==> src/rtl/parity_frame_ctrl.sv <==
// Frame sequencer for a serial parity link: start, LSB-first data, parity, stop.
// Define PARITY_FRAME_ERR_CNT_EN to add a saturating error counter output err_cnt.
module parity_frame_ctrl #(
  parameter int DATA_BITS = 8,
  parameter int CNT_W     = 8
) (
  input  logic                 clk,
  input  logic                 rst,
  input  logic                 x,
  input  logic                 x_vld,
  input  logic                 par_mode,
  output logic [DATA_BITS-1:0] data_out,
  output logic                 done,
  output logic                 par_err,
  output logic                 stop_err,
  output logic                 busy
`ifdef PARITY_FRAME_ERR_CNT_EN
  ,
  output logic [CNT_W-1:0]     err_cnt
`endif
);

  localparam int CW = (DATA_BITS > 1) ? $clog2(DATA_BITS) : 1;
  localparam logic [CW-1:0] LAST_IDX = CW'(DATA_BITS - 1);

  if (DATA_BITS < 1 || DATA_BITS > 32) begin : g_bad_data_bits
    $error("parity_frame_ctrl: DATA_BITS must be within 1..32");
  end
  if (CNT_W < 1) begin : g_bad_cnt_w
    $error("parity_frame_ctrl: CNT_W must be at least 1");
  end

  typedef enum logic [1:0] {IDLE, DATA, PAR, STOP} state_t;

  state_t                 state, state_next;
  logic [CW-1:0]          cnt;
  logic                   acc;
  logic                   mode;
  logic                   par_res;
  logic [DATA_BITS-1:0]   shreg;
  logic                   complete;
  logic                   busy_next;

  always_ff @(posedge clk) begin
    if (rst) state <= IDLE;
    else     state <= state_next;
  end

  always_comb begin
    state_next = state;
    if (x_vld) begin
      case (state)
        IDLE:    if (!x) state_next = DATA;
        DATA:    if (cnt == LAST_IDX) state_next = PAR;
        PAR:     state_next = STOP;
        STOP:    state_next = IDLE;
        default: state_next = IDLE;
      endcase
    end
  end

  always_comb begin
    complete  = x_vld && (state == STOP);
    busy_next = (state_next != IDLE);
  end

  // Datapath: the stop-bit edge publishes the word and status, which then hold.
  always_ff @(posedge clk) begin
    if (rst) begin
      cnt      <= '0;
      acc      <= 1'b0;
      mode     <= 1'b0;
      par_res  <= 1'b0;
      shreg    <= '0;
      data_out <= '0;
      done     <= 1'b0;
      par_err  <= 1'b0;
      stop_err <= 1'b0;
      busy     <= 1'b0;
    end else begin
      done <= complete;
      busy <= busy_next;
      if (x_vld) begin
        case (state)
          IDLE: if (!x) begin
            cnt  <= '0;
            acc  <= 1'b0;
            mode <= par_mode;
          end
          DATA: begin
            shreg[cnt] <= x;
            acc        <= acc ^ x;
            cnt        <= cnt + 1'b1;
          end
          PAR: par_res <= acc ^ x ^ mode;
          STOP: begin
            data_out <= shreg;
            par_err  <= par_res;
            stop_err <= !x;
          end
          default: ;
        endcase
      end
    end
  end

`ifdef PARITY_FRAME_ERR_CNT_EN
  // Counts frames with any error and sticks at all-ones.
  always_ff @(posedge clk) begin
    if (rst) begin
      err_cnt <= '0;
    end else if (complete && (par_res || !x) && (err_cnt != {CNT_W{1'b1}})) begin
      err_cnt <= err_cnt + 1'b1;
    end
  end
`endif

endmodule

==> config.mk <==
export PLATFORM = sky130hd
export DESIGN_NAME = parity_frame_ctrl
export DESIGN_NICKNAME = d
export VERILOG_FILES = /design/src/rtl/parity_frame_ctrl.sv
export SDC_FILE = /design/constraint.sdc
export NUM_CORES = 1
export LEC_CHECK = 0
export ABC_AREA = 1
export CORE_ASPECT_RATIO = 0.6
export CORE_MARGIN = 5
export CORE_UTILIZATION = 50
export DETAILED_ROUTE_END_ITERATION = 10
export PLACE_DENSITY = 0.83
export SYNTH_ARGS = -nofsm -noshare
export SYNTH_HDL_FRONTEND = slang
export SYNTH_SLANG_ARGS = --single-unit
==> constraint.sdc <==
create_clock -name clk -period 1.3 [get_ports clk]
set_clock_uncertainty 0.1 [all_clocks]
set_input_delay 0.39 -clock clk [delete_from_list [all_inputs] [get_ports clk]]
set_output_delay 0.39 -clock clk [all_outputs]
set_load 0.02 [all_outputs]
Word level (Yosys, flattened, before mapping):

Index checks and enable logic that the tools add are counted.

* register bits: 28
* input port bits: 5
* word-level logic and storage cells: 44

* $add $sub $neg: 1
* $lt $le $gt $ge: 2
* equal/unequal tests: 5
* multiplexer cells: 11
* bitwise operators: 3
* reductions and logical operators: 11

Operator list (number)
* bitwise mux 8 bit: 1
* case mux 2 bit (4 select lines): 1
* 2-to-1 mux 2 bit: 3
* case mux 3 bit (2 select lines): 1
* AND reduction 2 bit: 3
* AND reduction 3 bit: 2
* == test 2 bit (second input constant): 2
* < comparator 3 x 4 -> 1 bit (second input constant): 1
* nonzero test 2 bit: 2
* adder 3 x 1 -> 3 bit (second input constant): 1
* demux 1 bit (select 3 bit): 1
* == test 3 bit (second input constant): 1
* >= comparator 3 x 1 -> 1 bit (second input constant): 1
* 2-to-1 mux 3 bit: 1
* == test 2 x 1 -> 1 bit (second input constant): 1
* logical AND 1 bit: 2
* zero test 2 bit: 1
* 2-to-1 mux 1 bit: 2
* inequality test 2 bit (second input constant): 1
* case mux 1 bit (2 select lines): 1
* bitwise XOR 1 bit: 2
* zero test 1 bit: 1
* inverter 1 bit: 1

Longest topological paths before layout:

* word-level depth: 5
* depth in mapped cells: 9
* mapped depth without buffers: 9

Worst setup path before layout:

No wires, ideal clock.

* path type: register to register
* start: register cnt[0]
* end: register busy
* arrival time: 0.996 ns
* required time: 1.086 ns
* path slack: 0.091 ns
* cell stages (with the launch flop): 10
* buffers on the path: 0
* period minus slack after synthesis: 1.209 ns
* cell sequence: dfxtp_1 ha_1 ha_1 inv_1 nand2_1 nand2_1 nand2_1 nand2_1 nand2_1 nand2_1

* cells in the longest elaborated chain, start to end: 5

Ends and longest elaborated chain
* start: declaration: RTL line 36 `logic [CW-1:0] cnt;`
* start signal: assignment: RTL line 93 `cnt <= cnt + 1'b1;`
* == test 3 bit: RTL line 54 `DATA: if (cnt == LAST_IDX) state_next = PAR;`
* 2-to-1 mux 2 bit: RTL line 54
* case mux 2 bit (4 select lines): RTL line 52 `case (state)`
* 2-to-1 mux 2 bit: RTL line 51 `if (x_vld) begin`
* nonzero test 2 bit: RTL line 64 `busy_next = (state_next != IDLE);`
* end signal: assignment: RTL line 82 `busy <= busy_next;`
* end: declaration: RTL line 16 `output logic busy`

Every way passes these cells.
A chain may end at the register's enable or synchronous reset.

Worst setup path in the final report:

* start: register data_out[4]
* end: output data_out[4]

RTL lines
* start: declaration: RTL line 12 `output logic [DATA_BITS-1:0] data_out,`
* start signal: assignment: RTL line 97 `data_out <= shreg;`

No word-level cell between the ends.

==> out/qor.txt <==
Outcome - finished, final reports clean
Routed vias - 1211
Worst-case clock buffer depth - 2
Syn avg cell area - 7.15 µm²
CTS root buffer - clkbuf_8
Pin count of the biggest net entering global routing - 16
Overflow after GRT - 0
Clock transition at path regs - 90 ps
Drt wl/cell - 13.1 µm
Worst setup margin - 39.9 ps
Via/cell ratio - 5.24
Peak Freq - 0.794 GHz
RSZ-0062 raised after global routing - true
R2R setup slack - 50 ps
PwrDens - 979 nW/µm²
Final setup violation count - 0
CP Data Required Time - 810 ps
CTS H-Tree Depth - 1
Number of library cell types mapped by synthesis - 18
Post-Syn Area - 1210 µm²
Die width - 73.5 µm
Levels on crit path - 1
CP arrival - 770 ps
Mux contribution to synthesized area - 0%
CP delay by family, top - flip-flops
Hold Violations, Final - 0
Clk sink count - 28
CP Launch Type - flop
Crit-path max cell delay - 340 ps
Final Max Slew Viols - 0
Fraction of layout cells with a size suffix above 1 - 26.4%
Slew HR - 83.8%
Synth Area in Compound Gates - 9.11%
Initial Util - 54.2%
Max IR drop VDD - 0.000595 V
Final min period - 1260 ps
XOR/XNOR share of the synthesized area - 0%
WP buf/inv - 1
GRT Total Usage - 19.1%
Placement row count - 13
LEAKAGE - 0.000757 µW
Hold depth - 2
Worst hold path class - flop to flop
Final wirelength - 3020 µm
Worst R2R Path Depth - 9
Synth warn - 0
Total Power - 1570 µW
Post-Route Utilization - 72.0%
First-pass GRT wire length - 5040 µm
EDFF count, synth - 0
Worst slew pin tran - 243 ps
Num CTS Buffers - 3
Die height - 48.1 µm
Period utilization - 96.9%
Ant. Diodes - 0
Post-DP HPWL - 2220 µm
CP Cell Sequence - buf_2
Gpl congestion - 0.867
Max Cap Violations - 0
Nets - 209
Worst Setup End Kind - primary output
Adder-cell share of the synthesized area - 2.07%
Die area - 3530 µm²
Initial antenna violation count - 0
Boundary Pins - 17
Seq/Total Area, Yosys - 46.4%
Initial DRC Count - 79
Flops & latches, synth - 28
CP Max Fanout - 2
Antenna viol nets, final - 0
Core ar. - 2230 µm²
Simple-gate portion of the synthesized area - 34.1%
Clock Latency Late Sink - 270 ps
Syn_nets - 176
Post-Place Worst Slack - -407 ps
Synth async-reset ratio - 0%
Max stage delay cell, worst path - dfxtp_1
Mapped Cells - 169
CTS tree - built
Area Growth Syn to Fin - 32.8%
Main synth FF type - dfxtp_1
DR pass1 iterations - 4
Drc violations - 0
CP Class - flop to primary output
Quantity of I/O buffers inserted on ports - 16
Largest family of logic cells by synthesized area - simple AND/OR/NAND/NOR gates
Vias in the first global route - 1124
## cell usage after synthesis (2+ instances only)
library cell  instances  share of area [%]
a21oi_1              18                7.5
buf_2                 2               0.83
dfxtp_1              28                 46
ha_1                  2                2.1
inv_1                15                4.7
inv_2                 2               0.62
nand2_1              44                 14
nand2_2               2                1.0
nand3_1              26                 11
nor2_1               19                5.9
nor2_4                2                1.9
o21ai_0               3                1.2
## timing repair
action | in CTS | in global routing
gates resized for setup | 56 | 21
hold buffers | 0 | 0
setup buffers | 1 | 0
hold endpoints to repair | 0 | 0
endpoints found under the setup margin | 39 | 25
gates cloned | 1 | 0
pin swaps | 2 | 4
## per-stage QoR
step / TNS, ps / hold slack [ps] / instances / instance area [µm²]
after floorplan: 0 / 320 / 169 / 1210
after global placement: -9890 / 337 / 225 / 1500
after detailed placement: -10790 / 341 / 225 / 1500
after CTS: 0 / 359 / 231 / 1540
after global routing: -8.92 / 370 / 231 / 1610
final: 0 / 346 / 231 / 1610
## layout by cell type (no fill, tap or decap), drive strengths merged
cell type and n:
bufbuf 1, buf 28, nand2 46, nor2 21
ha 2, a21oi 18, dlygate4sd2 1, clkdlybuf4s50 2
dlymetal6s2s 1, nand3 27, dfxtp 28, o21ai 4
inv 18, clkbuf 4
## power breakdown
part	switching, µW	internal [µW]	leakage [µW]
clock network	250	271	0.0000288
registers	12.4	869	0.000229
logic	93.3	77.1	0.000499
## layer usage
metal,vias up,GRT usage [%],part of all wire (%)
met5,-,0,0
met4,0,8.66,2.2
met3,6,5.45,6.1
met2,46,33.6,47
met1,554,22.2,45
li1,605,-,-
## kinds of logic (layout without fill, tap and decap cells)
kind of cell    after synthesis  in the layout
flops                        28             28
compound gates               22             22
buf+inv                      23             55
simple gates                 94             94
fa+ha+maj                     2              2
## worst paths after layout
check / startpoint / endpoint
worst max-delay path: data_out[4]$_SDFFE_PP0P_ / data_out[4]
worst min-delay path: shreg[7]$_SDFFE_PP0P_ / data_out[7]$_SDFFE_PP0P_
worst max register to register: cnt[1]$_SDFFE_PP0P_ / busy$_SDFF_PP0_
worst min register to register: shreg[7]$_SDFFE_PP0P_ / data_out[7]$_SDFFE_PP0P_
## state kept, by name (all words and copies together), names as in the netlist
| name | count |
|---|---|
| shreg | 8 |
| done | 1 |
| cnt | 3 |
| mode | 1 |
| par_err | 1 |
| stop_err | 1 |
| acc | 1 |
| par_res | 1 |
| data_out | 8 |
| busy | 1 |
| state | 2 |
## cell type report
type	count	area (µm²)
clock buffers	4	55.1
flip-flops and latches	28	572
well taps	30	37.5
fillers	172	623
inverters	18	70.1
multi-input cells	118	582
repair buffers	33	289
Note: power is estimated with default switching activity, not from simulation.
==> patch 1 (same settings) <==
The option `PARITY_FRAME_ERR_CNT_EN` is turned on by a define.
--- a/src/rtl/parity_frame_ctrl.sv
+++ b/src/rtl/parity_frame_ctrl.sv
@@ -2,2 +2,4 @@
 // Define PARITY_FRAME_ERR_CNT_EN to add a saturating error counter output err_cnt.
+`define PARITY_FRAME_ERR_CNT_EN
+
 module parity_frame_ctrl #(
Function (old outputs only; new: err_cnt): kept (Yosys induction, for registers that start in step).
==> patch 1 against the unedited design <==
The run now ends with setup timing left; wire length increased by 42%; power increased by 37%; cell area increased by 53%; global-route usage increased by 0.54 points; area after synthesis increased by 32%; sequential cell count increased by 8; worst setup slack got worse by 160 ps; largest cell class unchanged.
==> patch 1: results (changes against the unedited design) <==
STA
  • Setup WS post-layout: -115.4 ps (-155.3 ps)
  • Finish-stage setup viols: 9 (+9)
  • Setup TNS Final: -603.3 ps (-603.3 ps)

Yosys
  • Synth Area in Compound Gates: 0.08059 (-0.01050)
  • Net Count, Synth: 230 (+31%)
  • Post-synth cell types: 26 (+8)
  • Post-Synth Adder-Cell Area: 0.02347 (+0.002770)
  • Seq/Total Area, Yosys: 0.4507 (-0.01306)
  • Top cells by count, synth: 51 x nand2_1, 39 x nor2_1, 36 x dfxtp_1, 19 x inv_1, 18 x nand3_1

GRT
  • Largest net degree at the start of global routing: 22 (+6)
  • First-pass GRT wire length: 6837 um (+36%)

Hold path
  • HP Start: shreg[2]

Setup path
  • Critical Path Max Stage Delay: 360 ps (+20 ps)
  • RR Startpoint: err_cnt[0]
  • Slowest cell on the critical path: dfxtp_4
  • Arr. time, crit path: 1540 ps (+770 ps)

Drt
  • Initial drt markers: 125 (+58%)
  • Vias/cell: 5.081 (-3.1%)
  • Via count: 1697 (+40%)
  • Routed wire per std cell: 12.84 um (-1.7%)

Placement
  • HPWL Detailed: 2860 um (+29%)
  • Cells after DPL: 317 (+41%)

Finish
  • Final net count: 299 (+43%)
  • Layout fillers: 194 (+13%)
  • Regs by FF count: data_out: 8 flops, err_cnt: 8 flops, shreg: 8 flops

Clock tree
  • Clock latency on the worst-skew pair: 290 ps (+20 ps)

Power and ir drop
  • Maximum vdd ir drop: 0.8554 mV (+44%)
  • Lkg Pwr: 1.162 nW (+54%)

Status
  • Failing checks: setup timing
  • Outcome: complete, but fails checks
[patch 1: cell count changes in the layout (fill, tap and decap cells not counted), moves of 3 or more]
cell     change
a21oi_1      -9
buf_4       +31
buf_6        +3
dfxtp_2      +7
dfxtp_4      +3
inv_1        +4
nand2_4      +4
nand3_1      -9
nand4_1      +3
nor2_1      +14
nor2_2       +4
nor2_4       +3
nor3_1       +7
o21ai_0      +9
[patch 1: power breakdown]
| part | internal (mW) | total, mW | switching [mW] |
|---|---|---|---|
| Sequential | 1.10 | 1.11 | 0.00869 |
| Clock | 0.490 | 0.902 | 0.412 |
| Combinational | 0.0618 | 0.139 | 0.0775 |
[patch 1: routing by layer]
| layer | vias up | routed length, um | GRT usage |
|---|---|---|---|
| li1 | 853 | - | - |
| met1 | 781 | 1936 | 0.2523 |
| met2 | 57 | 2037 | 0.3191 |
| met3 | 6 | 275 | 0.05199 |
| met4 | 0 | 38 | 0.08152 |
| met5 | - | 0 | 0 |
[patch 1: stage by stage]
step / worst slack [ps] / hold slack [ps] / total power, mW / cell area (um2)
3_5_place_dp: -570.8 / 328.5 / 1.262 / 2240
4_1_cts: -96.72 / 348.3 / 2.155 / 2307
3_3_place_gp: -523.9 / 324.5 / 1.260 / 2240
2_1_floorplan: -11.89 / 313.6 / 1.200 / 1688
6_report: -115.4 / 342.7 / 2.153 / 2461
5_1_grt: -268.2 / 379.8 / 2.235 / 2461
[patch 1: area by class of cell]
class | instances | area (um2) | share of cell area
Tap cell | 42 | 52.55 | 0.02135
Timing Repair Buffer | 67 | 534.3 | 0.2171
Clock inverter | 2 | 12.51 | 0.005084
Clock buffer | 6 | 93.84 | 0.03813
Sequential cell | 36 | 752.0 | 0.3055
Multi-Input combinational cell | 160 | 929.6 | 0.3777
Inverter | 21 | 86.33 | 0.03508
[patch 1: final timing paths]
| kind | end | cells after the start |
|---|---|---|
| setup reg to reg | err_cnt[7] | 8 |
| hold / removal | data_out[2] | 2 |
| hold reg to reg | data_out[2] | 2 |
| setup / recovery | err_cnt[7] | 8 |
[patch 1: critical path: cells and delay by family, from the launching register on]
family	cells	cell delay, ps
buf+inv	2	200
flops	1	360
simple gates	6	680
[patch 1: what timing repair did]
action | 4_1_cts | 5_1_grt
endpoints found under the setup margin | 54 | 41
pin swaps | 7 | 16
resized for setup | 97 | 39
hold endpoints to repair | 0 | 0
setup buffers | 4 | 5
hold buffers | 0 | 0
[patch 1: cell families after synthesis]
family | after synthesis
AO/OA/AOI/OAI | 24
XOR/XNOR | 4
adder cells (fa/ha/maj) | 3
buffers and inverters | 26
flip-flops | 36
AND/OR/NAND/NOR | 129
==> patch 2 (config.mk and constraints unchanged) <==
Without the edit above. The 4 states of `state_t` get a Gray code encoding in 2 bits.
--- a/src/rtl/parity_frame_ctrl.sv
+++ b/src/rtl/parity_frame_ctrl.sv
@@ -32,3 +32,3 @@
 
-  typedef enum logic [1:0] {IDLE, DATA, PAR, STOP} state_t;
+  typedef enum logic [1:0] {IDLE = 2'b00, DATA = 2'b01, PAR = 2'b11, STOP = 2'b10} state_t;
 
Behaviour: no difference found for any inputs over 10 cycles, from zero or initial values and one cycle with rst high; not proved beyond that.
==> patch 2 against the unedited design <==
Via count shrank 2.7%; final cell count is the same; hold slack improved by 45 ps; utilization fell by 5.0 points; sequential cell count is the same; power increased by 0.70%; area after synthesis increased by 0.41%; sequential share of layout area is 2.0 points higher; wire length shrank 4.3%; cell area down 6.2%; clock power increased by 1%; worst setup slack got worse by 4.3 ps; critical path type unchanged; largest power group unchanged; highest routed layer unchanged.
==> patch 2: results (changes against the unedited design) <==
STA
  • Worst Hold Slack: 391.6 ps (+45.13 ps)
  • Max-Slew Margin vs Limit: 0.8473 (+0.009490)

GRT
  • First-pass GRT wire length: 4747 um (-5.8%)
  • M1 GR Usage: 0.2090 (-0.01252)
  • GR Layer Usage met2: 0.3222 (-0.01408)
  • Met3 usage: 0.05761 (+0.003106)
  • Initial antenna violation count: 0 (unchanged)
  • Vias in the first global route: 1084 (-3.6%)
  • Tot GR Track Use: 0.1785 (-0.01213)
  • Largest net degree at the start of global routing: 17 (+1)

Yosys
  • Net Count, Synth: 181 (+2.8%)
  • Post-synth cell types: 19 (+1)
  • Seq/Total Area, Yosys: 0.4619 (-0.001912)
  • Mapped cell area: 1214 um2 (+0.41%)
  • Post-synth top flop: dfxtp_1

Power and ir drop
  • Clock network power share: 0.332 (about the same)
  • Maximum vdd ir drop: 0.6705 mV (+13%)
  • Pint: 1.214 mW (-0.21%)

Status
  • Outcome: completed

Finish
  • Layout cells sized above 1: 0.2090 (-0.05473)
  • Clock-cell share of area: 0.03658 (+0.002281)
  • Register share of the cell area: 0.3757 (+0.01953)
  • Signal buf overhead: 0.1430 (-0.03707)
  • Comb_multi_in: 123 (+4.2%)
  • Multi-input combinational area share: 0.3774 (+0.01496)
  • Layout fillers: 189 (+9.9%)

Hold path
  • Hold endpoint: shreg[0]
  • HP Start: shreg[0]

Drt
  • Routed WL: 2886 um (-4.3%)
  • Met2 wire length: 1358 um (-3.7%)
  • Met3 WL post-DR: 160 um (-14%)
  • Post-Route M1 WL: 1352 um (-0.15%)
  • Initial drt markers: 64 (-19%)
  • Via count: 1178 (-2.7%)

Setup path
  • Worst setup path start: par_err
  • Crit path to: par_err
  • R2R Setup Slk: 90 ps (+40 ps)
  • Worst reg2reg path depth: 4 (-5)

Placement
  • Final GP Congestion: 0.8750 (+0.90%)
  • HPWL Detailed: 2045 um (-7.8%)
==> patch 2: through the flow <==
step / total power, mW / std cells / util / worst slack [ps] / cell area [um2]
floorplan: 0.9991 / 174 / - / 117.0 / 1214
global placement: 1.068 / 227 / 0.6622 / -456.7 / 1486
detailed placement: 1.073 / 227 / 0.6622 / -516.6 / 1486
CTS: 1.595 / 231 / 0.6656 / 8.625 / 1494
global route: 1.648 / 231 / 0.6706 / -3.265 / 1505
finish: 1.583 / 231 / 0.6706 / 35.57 / 1505
==> patch 2: logic make-up (layout without fill, tap and decap cells) <==
logic type,Yosys count,after routing,synth area share
buffers and inverters,23,50,0.08144
DFF,28,28,0.4619
AOI/OAI and AO/OA,23,23,0.09485
adders and majority gates,2,2,0.02062
and+or+nand+nor,98,98,0.3413
==> patch 2: repair_timing <==
action,4_1_cts,5_1_grt
cloned,0,0
resized for setup,56,9
endpoints found under the hold margin,0,0
buffers inserted,0,0
hold buffers,0,0
endpoints found under the setup margin,40,16
pin swaps,0,0
